$ cat config.mk
export PLATFORM = sky130hd
export DESIGN_NAME = trdb_apb_master
export DESIGN_NICKNAME = d
export VERILOG_FILES = /design/src/rtl/trdb_apb_master.sv
export SDC_FILE = /design/constraint.sdc
export NUM_CORES = 1
export LEC_CHECK = 0
export CAP_MARGIN = 20
export CORE_ASPECT_RATIO = 2
export CORE_UTILIZATION = 45
export CTS_BUF_LIST = sky130_fd_sc_hd__clkbuf_16
export DETAILED_ROUTE_END_ITERATION = 10
export PLACE_DENSITY = 0.84
export REMOVE_ABC_BUFFERS = 1
export SYNTH_ARGS = -nofsm -noshare
export SYNTH_HDL_FRONTEND = slang
export SYNTH_SLANG_ARGS = --single-unit
$ cat constraint.sdc
create_clock -name clk_i -period 4.84 [get_ports clk_i]
set_input_delay 1.21 -clock clk_i [delete_from_list [all_inputs] [get_ports clk_i]]
set_output_delay 1.21 -clock clk_i [all_outputs]
set_load 0.01 [all_outputs]
$ cat src/rtl/trdb_apb_master.sv
// APB3 initiator: turns a valid/ready request into a single APB transfer and
// returns read data / error on a valid/ready response channel, with a watchdog.
module trdb_apb_master #(
    parameter int unsigned APB_ADDR_WIDTH = 12,
    parameter int unsigned TIMEOUT_CYCLES = 256
) (
    input  logic                      clk_i,
    input  logic                      rst_ni,
    input  logic                      req_valid_i,
    output logic                      req_ready_o,
    input  logic [APB_ADDR_WIDTH-1:0] req_addr_i,
    input  logic                      req_we_i,
    input  logic [31:0]               req_wdata_i,
    output logic                      rsp_valid_o,
    input  logic                      rsp_ready_i,
    output logic [31:0]               rsp_rdata_o,
    output logic                      rsp_err_o,
    output logic [APB_ADDR_WIDTH-1:0] paddr,
    output logic [31:0]               pwdata,
    output logic                      pwrite,
    output logic                      psel,
    output logic                      penable,
    input  logic [31:0]               prdata,
    input  logic                      pready,
    input  logic                      pslverr
);

    localparam int unsigned CNT_W = (TIMEOUT_CYCLES == 0) ? 1 : $clog2(TIMEOUT_CYCLES + 1);
    localparam logic [CNT_W-1:0] CNT_LAST = CNT_W'(TIMEOUT_CYCLES - 1);
    localparam logic [CNT_W-1:0] CNT_MAX  = '1;
    localparam bit WDOG_EN = (TIMEOUT_CYCLES != 0);

    typedef enum logic [1:0] {
        IDLE   = 2'd0,
        SETUP  = 2'd1,
        ACCESS = 2'd2,
        RESP   = 2'd3
    } state_t;

    state_t           state;
    logic [CNT_W-1:0] wdog_cnt;

    // All outputs are registered alongside the state, so APB strobes never
    // depend combinationally on pready/pslverr or on req_valid_i.
    always_ff @(posedge clk_i or negedge rst_ni) begin
        if (!rst_ni) begin
            state       <= IDLE;
            psel        <= 1'b0;
            penable     <= 1'b0;
            paddr       <= '0;
            pwdata      <= '0;
            pwrite      <= 1'b0;
            req_ready_o <= 1'b0;
            rsp_valid_o <= 1'b0;
            rsp_rdata_o <= '0;
            rsp_err_o   <= 1'b0;
            wdog_cnt    <= '0;
        end else begin
            case (state)
                IDLE: begin
                    if (req_ready_o && req_valid_i) begin
                        paddr       <= req_addr_i;
                        pwrite      <= req_we_i;
                        pwdata      <= req_wdata_i;
                        wdog_cnt    <= '0;
                        psel        <= 1'b1;
                        req_ready_o <= 1'b0;
                        state       <= SETUP;
                    end else begin
                        req_ready_o <= 1'b1;
                    end
                end

                SETUP: begin
                    penable <= 1'b1;
                    state   <= ACCESS;
                end

                ACCESS: begin
                    // A late pready beats the watchdog when both land together.
                    if (pready) begin
                        rsp_err_o   <= pslverr;
                        rsp_rdata_o <= (pwrite || pslverr) ? 32'h0 : prdata;
                        psel        <= 1'b0;
                        penable     <= 1'b0;
                        rsp_valid_o <= 1'b1;
                        state       <= RESP;
                    end else if (WDOG_EN && (wdog_cnt == CNT_LAST)) begin
                        rsp_err_o   <= 1'b1;
                        rsp_rdata_o <= 32'h0;
                        psel        <= 1'b0;
                        penable     <= 1'b0;
                        rsp_valid_o <= 1'b1;
                        state       <= RESP;
                    end else if (wdog_cnt != CNT_MAX) begin
                        wdog_cnt <= wdog_cnt + 1'b1;
                    end
                end

                RESP: begin
                    if (rsp_ready_i) begin
                        rsp_valid_o <= 1'b0;
                        wdog_cnt    <= '0;
                        req_ready_o <= 1'b1;
                        state       <= IDLE;
                    end
                end

                default: begin
                    state <= IDLE;
                end
            endcase
        end
    end

endmodule

### Yosys cells after proc, flatten, opt, wreduce, memory -nomap -nowiden

Index checks and enable logic that the tools add are counted.
Widths: inputs -> output; s select.

* word-level logic and storage cells: 67
* register bits: 93
* input bits: 83
* output and inout port bits: 82

* eq/ne operators: 11
* mux-type cells: 27
* add/subtract/negate cells: 1
* reduce and logical (&&, ||, !) cells: 17

Operators with widths (number)
* $mux 32: 3
* $mux 9: 5
* $pmux 9 s3: 1
* $ne 2x2->1 const B: 5
* $reduce_bool 2->1: 5
* $add 9x1->9 const B: 1
* $eq 9x8->1 const B: 1
* $mux 1: 9
* $ne 9x9->1 const B: 1
* $reduce_and 3->1: 3
* $mux 2: 4
* $pmux 1 s2: 4
* $pmux 2 s4: 1
* $reduce_and 2->1: 4
* $reduce_and 6->1: 1
* $eq 2x2->1 const B: 2
* $ne 3x3->1 const B: 1
* $reduce_bool 3->1: 1
* $eq 2x1->1 const B: 1
* $logic_not 2->1: 1
* $logic_and 1x1->1: 1
* $logic_or 1x1->1: 1

### Depth between registers and ports, before layout

Gate-level depths: netlist of the first run.

* depth after elaboration: 5
* mapped depth: 8

### Worst setup path before layout of the first run

Ideal clock, no wire load.

* path type: input to register
* start: input port pready
* end: register wdog_cnt[0]
* library setup time: 125 ps
* arrival: 2407 ps
* required time: 4715 ps
* cell stages on the path: 4
* slack: 2308 ps
* path through: o31a_1 > or4_1 > buf_6 > mux2_4

* cells in the longest elaborated chain, start to end: 2

Ends and longest elaborated chain
* from (decl): line 24 `input logic pready,`
* $ne 2x2->1 (no source line)
* $reduce_and 6->1 (no source line)
* to (signal assigned): line 96 `wdog_cnt <= wdog_cnt + 1'b1;`
* to (decl): line 41 `logic [CNT_W-1:0] wdog_cnt;`

Every way passes these cells.
A chain may end at the register's enable or synchronous reset.

### Worst setup path in the final report of the first run

* start: input port req_valid_i
* end: register paddr[1]

* cells in the longest elaborated chain, start to end: 2

Ends and longest elaborated chain
* from (decl): line 9 `input logic req_valid_i,`
* $logic_and 1x1->1: line 61 `if (req_ready_o && req_valid_i) begin`
* $reduce_and 2->1 (no source line)
* to (signal assigned): line 62 `paddr <= req_addr_i;`
* to (decl): line 18 `output logic [APB_ADDR_WIDTH-1:0] paddr,`

Every way passes these cells.

==> flow_summary_export.csv, run 1 <==
group,metric,value,unit
synth,synthTopCellsByCount,"dfrtp_1 (93), mux2_1 (39), a22o_1 (32)",
synth,yosys_register_bits,93,
timing,worstMarginPinSlew,0.840,ns
timing,hold_viol_final,0,
synth,synth_top_family_by_area,"multiplexers",
routing,drt-wirelength-per-cell,18.1,um
finish,drive_gt1_share,6.94,%
clock_tree,cts_htree_levels,3,
pwr,power.leakage,0.00247,uW
grt,grt_use_total,23.4,%
routing,vias,2874,
place,port_buffers,164,
finish,fin_nets,517,
timing,slew_headroom,43.9,%
setup_path,worstSetupStartpointType,"input pin",
timing,fin_tns_setup,0,ns
synth,synth_area,3740,sq um
setup_path,crit_path_end_kind,"register",
routing,viasPerCell,5.44,
synth,synth_xor_area_share,0,%
pwr,clock_power_share,17.2,%
finish,seq_area,2330,sq um
synth,synthSimpleGateAreaFrac,4.55,%
timing,setup_ws,1.82,ns
setup_path,crit_type,"in -> reg",
synth,syn-instance-count,262,
pwr,vdd_drop_max,324,uV
clock_tree,clockBufferDepth,2,
timing,post-route-min-period,3.02,ns
floorplan,rows,46,
grt,grt_first_pass_wirelength,14.7,mm
routing,drt_wl_total,9.55,mm
routing,dr.pass1.iters,4,
outcome,outcome,"finished clean",
timing,setup_viol,0,
finish,areaGrowthSynthToFinish,54.2,%
worst_hold_path,hold_class,"reg -> reg",
place,pre_cts_ws,1.42,ns
clock_tree,numCtsBuffers,9,
floorplan,start_util,46.7,%
pwr,seq_power_share,38.1,%
floorplan,die_w,66.5,um
grt,antenna_found_initial,0,
place,dpl.hpwl,7.22,mm
timing,fmax,331,MHz
clock_tree,worstSkewPairLatency,0.34,ns
timing,grt_setup_unrepaired,"false",
floorplan,ioPinCount,165,
clock_tree,cts.clk_slew.worst_paths,0.06,ns
synth,synth_top_area_cell,"dfrtp_1",
clock_tree,root_buffer,"clkbuf_16",
floorplan,die_area,8700,sq um
routing,drc,0,
finish,multi_input_area,1340,sq um
synth,synth_flop_cell,"dfrtp_1",
run,maxCapViolations,0,
synth,yosys.cell_count.top_type,"dfrtp_1",
synth,synth_top_area_share,62.2,%
setup_path,cp.required,5.06,ns
synth,seq_area_frac_synth,62.2,%
synth,syn_avg_cell_area,14.3,sq um
timing,fin_skew,0.00652,ns
synth,synth_mux_area_share,14.8,%
synth,synthAdderAreaFrac,2.34,%
clock_tree,ctsResizeCount,0,
clock_tree,tritoncts,"built",
grt,grt_overflow,0,
floorplan,core-area,8000,sq um
synth,synth_cell_type_count,35,
place,place.gp.congestion,0.789,
synth,synth_edf_count,0,
setup_path,r2r_slack,2.08,ns
floorplan,die_y,131,um
clock_tree,numClockSinks,93,
synth,synth_compound_area_share,13.9,%
grt,grt_pass1_vias,2966,
synth,async_reset_ff_share,100,%
clock_tree,cts_setup_buffers,0,
clock_tree,cts_hold_buffers,0,
setup_path,worstPathArrival,3.24,ns
pwr,power.internal,2440,uW
timing,period_share,62.5,%
grt,grt_max_degree,94,
synth,yosys-top-cells-area,"dfrtp_1 (62%), mux2_1 (12%), a22o_1 (7.5%), ha_1 (2.3%), mux2_2 (1.8%)",
finish,n_fill_cell,565,
pwr,powerDensity,625,nW/um^2
pwr,swShare,32.4,%
pwr,switchingPower,1170,uW
setup_path,crit_fanout,34,
timing,drv_slew,0,
routing,ant_nets,0,
finish,diodes,0,
synth,yosys_warnings,0,
pwr,combPwrFrac,44.7,%
routing,drt_iter0_markers,135,
==> final timing paths <==
check / from / to / cells past startpoint
worst max-delay path: req_valid_i / paddr[1] / 4
worst min-delay path: pwdata[14] / pwdata[14] / 1
worst max register to register: wdog_cnt[0] / wdog_cnt[0] / 7
worst min register to register: pwdata[14] / pwdata[14] / 1
max in group asynchronous: rst_ni / rsp_rdata_o[28] / 2
min in group asynchronous: rst_ni / paddr[10] / 1
==> layout make-up <==
type                       count  area share (%)
clock buffer                   9            3.90
clock inverter                 7           0.629
inverter                       6           0.390
multi-input combinational    149            23.2
sequential                    93            40.3
tap                           96            2.08
timing repair buffer         168            29.4
==> stage by stage <==
stage | cells | util [%] | cell area, sq um | total power [uW] | hold WS (ns)
after global placement | 510 | 68.3 | 5460 | 2940 | 0.474
after detailed placement | 511 | 68.5 | 5480 | 3010 | 0.480
after CTS | 527 | 71.8 | 5740 | 3640 | 0.495
final | 528 | 72.1 | 5770 | 3610 | 0.487
after floorplan | 248 | - | 3680 | 2050 | 0.521
after global routing | 528 | 72.1 | 5770 | 3820 | 0.504
==> power by group through the flow <==
stage	logic, uW	registers, uW	clock network, uW
CTS	1630	1370	634
global placement	1570	1360	0
floorplan	543	1510	0
global route	1720	1420	670
detailed placement	1630	1380	0
finish	1610	1370	621
==> layout by cell type, fill, tap and decap left out, types with 5 or more instances in the layout <==
cell and instances:
o41ai_1 6, a22o_1 32, o21ai_0 8, dfrtp_1 93, clkdlybuf4s50_1 163, mux2_2 6, clkbuf_16 9, inv_1 10
o211ai_1 7, nand3_1 5, nand2_1 7, ha_1 7, mux2_1 39
==> registers in the layout, summed over array words and instances, names as in the netlist <==
register,flops
rsp_valid_o,1
rsp_rdata_o,32
state,2
req_ready_o,1
wdog_cnt,9
penable,1
psel,1
pwdata,32
rsp_err_o,1
pwrite,1
paddr,12
==> kinds of logic (layout without fill, tap and decap cells) <==
family                     Yosys count  after routing
AOI/OAI and AO/OA                   63             63
adders and majority gates            7              7
buffers and inverters               20            190
DFF                                 93             93
muxes                               49             49
and+or+nand+nor                     30             30
==> worst max-delay path: stages <==
cell             delay, ns
clkdlybuf4s50_1       0.53
nand3_2               0.67
buf_4                 0.48
mux2_1                0.34
==> routing by layer <==
| layer | GRT usage (%) | part of all wire, % |
|---|---|---|
| met5 | 0 | 0 |
| met4 | 12.4 | 3.8 |
| met3 | 4.51 | 4.6 |
| met2 | 42.9 | 57 |
| met1 | 24.6 | 35 |
No activity file was read; power rests on OpenSTA's default activity.
==> run 2, diff against run 1 <==
--- a/config.mk
+++ b/config.mk
@@ -7,10 +7,10 @@
 export LEC_CHECK = 0
 export CAP_MARGIN = 20
 export CORE_ASPECT_RATIO = 2
-export CORE_UTILIZATION = 45
+export CORE_UTILIZATION = 38
 export CTS_BUF_LIST = sky130_fd_sc_hd__clkbuf_16
 export DETAILED_ROUTE_END_ITERATION = 10
-export PLACE_DENSITY = 0.84
+export PLACE_DENSITY = 0.76
 export REMOVE_ABC_BUFFERS = 1
 export SYNTH_ARGS = -nofsm -noshare
 export SYNTH_HDL_FRONTEND = slang
==> constraint.sdc (replaced) <==
create_clock -name clk_i -period 2.6 [get_ports clk_i]
set_input_delay 0.65 -clock clk_i [delete_from_list [all_inputs] [get_ports clk_i]]
set_output_delay 0.65 -clock clk_i [all_outputs]
set_load 0.01 [all_outputs]
==> flow_summary_export.csv, run 2 (synthesized netlist as in run 1, its figures left out) <==
group,metric,value,unit
timing,fin_tns_setup,0,ns
clock_tree,numCtsBuffers,9,
place,place.gp.congestion,0.834,
setup_path,worstSetupStartpointType,"register",
finish,final_area,5900,sq um
finish,final_common_cell,"clkdlybuf4s50_1",
clock_tree,clockBufferDepth,2,
routing,drt-wirelength-per-cell,17.2,um
timing,hold_viol_final,0,
timing,drv_slew,0,
worst_hold_path,hold_class,"in -> async",
finish,diodes,0,
routing,vias,2942,
floorplan,die_area,10300,sq um
pwr,swShare,31.9,%
clock_tree,cts.clk_slew.worst_paths,0.07,ns
routing,ant_nets,0,
place,port_buffers,164,
setup_path,crit_fanout,7,
timing,setup_ws,0.245,ns
place,placed_cells,554,
routing,dr.pass1.iters,4,
pwr,combPwrFrac,44.7,%
grt,grt_max_degree,51,
clock_tree,cts_htree_levels,3,
pwr,clock_power_share,18.6,%
floorplan,core-area,9450,sq um
finish,stdcell_count,569,
place,pre_cts_ws,0.111,ns
outcome,outcome,"finished clean",
routing,drt_wl_total,9.76,mm
grt,grt_overflow,0,
grt,antenna_found_initial,0,
setup_path,crit_type,"reg -> reg",
run,maxCapViolations,0,
finish,drive_gt1_share,9.11,%
floorplan,rows,50,
clock_tree,root_buffer,"clkbuf_16",
pwr,seq_power_share,36.7,%
finish,areaGrowthSynthToFinish,57.7,%
pwr,switchingPower,2200,uW
pwr,powerDensity,1170,nW/um^2
grt,grt_first_pass_wirelength,15.2,mm
pwr,vdd_drop_max,724,uV
finish,n_fill_cell,735,
timing,post-route-min-period,2.36,ns
floorplan,start_util,39.6,%
timing,fin_skew,0.00862,ns
finish,largestRegisters,"pwdata (32), rsp_rdata_o (32), paddr (12)",
finish,fin_nets,525,
finish,final_cell_mix,"clkdlybuf4s50_1 (163), dfrtp_1 (93), mux2_1 (39)",
routing,drt_iter0_markers,108,
setup_path,cp.required,2.82,ns
routing,drc,0,
setup_path,worstPathArrival,2.58,ns
clock_tree,tritoncts,"built",
grt,grt_pass1_vias,3031,
clock_tree,worstSkewPairLatency,0.34,ns
timing,grt_setup_unrepaired,"false",
floorplan,ioPinCount,165,
timing,fmax,425,MHz
timing,slew_headroom,61.5,%
timing,worstMarginPinSlew,0.578,ns
floorplan,die_y,142,um
floorplan,die_w,72.2,um
routing,viasPerCell,5.17,
clock_tree,cts_setup_buffers,0,
grt,grt_use_total,19.6,%
pwr,power.leakage,0.00251,uW
clock_tree,numClockSinks,93,
place,dpl-instance-area,5610,sq um
pwr,power.internal,4700,uW
setup_path,crit_path_end_kind,"register",
place,dpl.hpwl,7.27,mm
timing,setup_viol,0,
timing,period_share,90.6,%
## run 2: timing repair
action                     CTS  global route
hold buffers                 0             0
setup endpoints to repair    0             2
resized for setup            0             1
## run 2: critical path, cell delays in order, from the launching register on
cell and delay, ns:
dfrtp_1 0.42, ha_1 0.24, nand3_1 0.11, nor3_1 0.09, ha_1 0.24, o31a_1 0.32
or4_4 0.51, mux2_4 0.32
## run 2: final timing paths
check / startpoint / endpoint / slack, ns / depth (start not counted)
worst max register to register: wdog_cnt[0] / wdog_cnt[0] / 0.24 / 7
worst max-delay path: wdog_cnt[0] / wdog_cnt[0] / 0.24 / 7
worst min register to register: paddr[1] / paddr[1] / 0.49 / 1
max in group asynchronous: rst_ni / wdog_cnt[7] / 1.62 / 2
worst min-delay path: rst_ni / pwdata[26] / 0.31 / 1
min in group clk_i: paddr[1] / paddr[1] / 0.49 / 1
## run 2: area by class of cell
class                      instances  area, sq um  share of cell area (%)
timing repair buffer             176         1750                    29.7
tap                              130          163                    2.76
multi-input combinational        149         1340                    22.8
clock buffer                       9          225                    3.82
sequential                        93         2330                    39.4
clock inverter                     6         63.8                    1.08
inverter                           6         22.5                   0.382
## run 2: stage by stage
stage               power, uW  utilization [%]  hold slack [ns]
floorplan                3820                -            0.354
global placement         5550             59.4            0.472
detailed placement       5660             59.4            0.480
CTS                      6960             62.4            0.324
global route             7290             62.5            0.353
finish                   6900             62.5            0.307
## run 2: power groups by stage
stage	combinational [uW]	sequential (uW)	clock (uW)
3_3_place_gp	3030	2520	0
5_1_grt	3290	2620	1370
2_1_floorplan	1010	2810	0
6_report	3090	2530	1280
4_1_cts	3110	2540	1310
3_5_place_dp	3100	2550	0
## run 2: per-layer routing
metal / global-route usage (%) / vias to the layer above / share of wire [%]
li1: - / 1327 / -
met1: 20.4 / 1466 / 35
met2: 35.9 / 130 / 57
met3: 4.53 / 19 / 5.6
met4: 9.39 / 0 / 2.5
met5: 0 / - / 0
==> run 3, diff against run 2 <==
--- a/config.mk
+++ b/config.mk
@@ -10,7 +10,7 @@
 export CORE_UTILIZATION = 38
 export CTS_BUF_LIST = sky130_fd_sc_hd__clkbuf_16
 export DETAILED_ROUTE_END_ITERATION = 10
-export PLACE_DENSITY = 0.76
+export PLACE_DENSITY = 0.77
 export REMOVE_ABC_BUFFERS = 1
 export SYNTH_ARGS = -nofsm -noshare
 export SYNTH_HDL_FRONTEND = slang
==> flow_summary_export.csv, run 3 (synthesized netlist as in run 1, its figures left out) <==
group,metric,value,unit
outcome,outcome,"finished clean",
routing,ant_nets,0,
setup_path,slowest_delay,0.51,ns
setup_path,path_cells,"ha_1, nand3_1, nor3_1, ha_1, o31a_1, or4_4, mux2_4",
finish,final_cell_mix,"clkdlybuf4s50_1 (163), dfrtp_1 (93), mux2_1 (39)",
routing,dr.pass1.iters,5,
worst_hold_path,hold_class,"in -> async",
timing,hold_viol_final,0,
routing,drt_wl_total,9.80,mm
setup_path,cp.required,2.82,ns
floorplan,die_w,72.2,um
clock_tree,clockBufferDepth,2,
grt,grt_overflow,0,
floorplan,die_y,142,um
pwr,powerDensity,1190,nW/um^2
clock_tree,numClockSinks,93,
finish,diodes,0,
setup_path,crit_fanout,7,
place,dpl.hpwl,7.25,mm
finish,final_common_cell,"clkdlybuf4s50_1",
timing,drv_slew,0,
place,place.gp.congestion,0.844,
grt,grt_first_pass_wirelength,15.4,mm
place,port_buffers,164,
timing,fin_skew,0.00880,ns
timing,setup_viol,0,
finish,utilization,62.9,%
clock_tree,cts_htree_levels,3,
clock_tree,tritoncts,"built",
routing,vias,2888,
timing,grt_setup_unrepaired,"false",
floorplan,die_area,10300,sq um
setup_path,crit_path_end_kind,"register",
pwr,vdd_drop_max,568,uV
timing,worstMarginPinSlew,0.534,ns
routing,drt-wirelength-per-cell,17.2,um
timing,fmax,420,MHz
timing,post-route-min-period,2.38,ns
finish,largestRegisters,"pwdata (32), rsp_rdata_o (32), paddr (12)",
grt,antenna_found_initial,0,
run,maxCapViolations,0,
finish,n_fill_cell,748,
grt,grt_use_total,20.0,%
setup_path,path_common_cell,"ha_1",
setup_path,cp_slowest_cell,"or4_4",
grt,grt_pass1_vias,3024,
floorplan,rows,50,
routing,drc,0,
floorplan,core-area,9450,sq um
routing,viasPerCell,5.07,
setup_path,worstSetupStartpointType,"register",
timing,slew_headroom,64.4,%
pwr,power.leakage,0.00252,uW
clock_tree,cts.clk_slew.worst_paths,0.07,ns
setup_path,worstPathArrival,2.60,ns
setup_path,critPathTopFamily,"simple AND/OR/NAND/NOR gates",
clock_tree,numCtsBuffers,9,
finish,drive_gt1_share,9.77,%
timing,period_share,91.6,%
grt,grt_max_degree,53,
place,placed_cells,554,
routing,drt_iter0_markers,70,
setup_path,path_buf_inv,0,
clock_tree,root_buffer,"clkbuf_16",
setup_path,crit_type,"reg -> reg",
clock_tree,worstSkewPairLatency,0.34,ns
finish,stdcell_count,570,
finish,areaGrowthSynthToFinish,58.8,%
floorplan,start_util,39.6,%
finish,fin_nets,525,
floorplan,ioPinCount,165,
-- run 3: where the power goes --
group / internal (uW) / leakage, uW / switching (uW)
sequential: 2130 / 0.00117 / 423
clock: 856 / 0.000155 / 568
combinational: 1830 / 0.00120 / 1260
total: 4810 / 0.00252 / 2250
-- run 3: area by class of cell --
type / instances / area [sq um] / area share (%)
Multi-Input combinational cell: 149 / 1340 / 22.6
Inverter: 6 / 22.5 / 0.379
Clock buffer: 9 / 225 / 3.79
Clock inverter: 7 / 104 / 1.75
Sequential cell: 93 / 2330 / 39.2
Timing Repair Buffer: 176 / 1750 / 29.5
Tap cell: 130 / 163 / 2.74
-- run 3: what timing repair did --
| item | in CTS | in global routing |
|---|---|---|
| hold buffers | 0 | 0 |
| setup buffers | 0 | 0 |
| endpoints found under the setup margin | 0 | 6 |
| resized for setup | 0 | 1 |
-- run 3: worst register-to-register path: stages (launching register included) --
cell and delay [ns]:
dfrtp_1 0.43, ha_1 0.26, nand3_1 0.10, nor3_1 0.09, ha_1 0.24, o31a_1 0.31, or4_4 0.51, mux2_4 0.33
-- run 3: metrics by stage --
stage | TNS [ns] | instance area, sq um | setup WS, ns | hold WS [ns] | power [uW]
detailed placement | 0 | 5610 | 0.0815 | 0.481 | 5660
CTS | 0 | 5940 | 0.0789 | 0.304 | 7120
global placement | 0 | 5610 | 0.127 | 0.474 | 5540
finish | 0 | 5940 | 0.220 | 0.290 | 7060
global route | 0 | 5940 | 0.0939 | 0.315 | 7440
floorplan | -0.771 | 3680 | -0.0194 | 0.354 | 3820
-- run 3: worst paths after layout --
kind                       slack (ns)         from  cells past startpoint           to
max                              0.22  wdog_cnt[0]                      7  wdog_cnt[0]
min reg2reg                      0.49   pwdata[29]                      1   pwdata[29]
min in group clk_i               0.49   pwdata[29]                      1   pwdata[29]
min                              0.29       rst_ni                      1   pwdata[25]
max in group asynchronous        1.64       rst_ni                      2  wdog_cnt[8]
max reg2reg                      0.22  wdog_cnt[0]                      7  wdog_cnt[0]
-- run 3: per-layer routing --
layer	GRT usage, %	share of wire (%)
met1	21.1	35
met2	35.5	55
met3	4.32	5.3
met4	12.1	4.4
met5	0	0
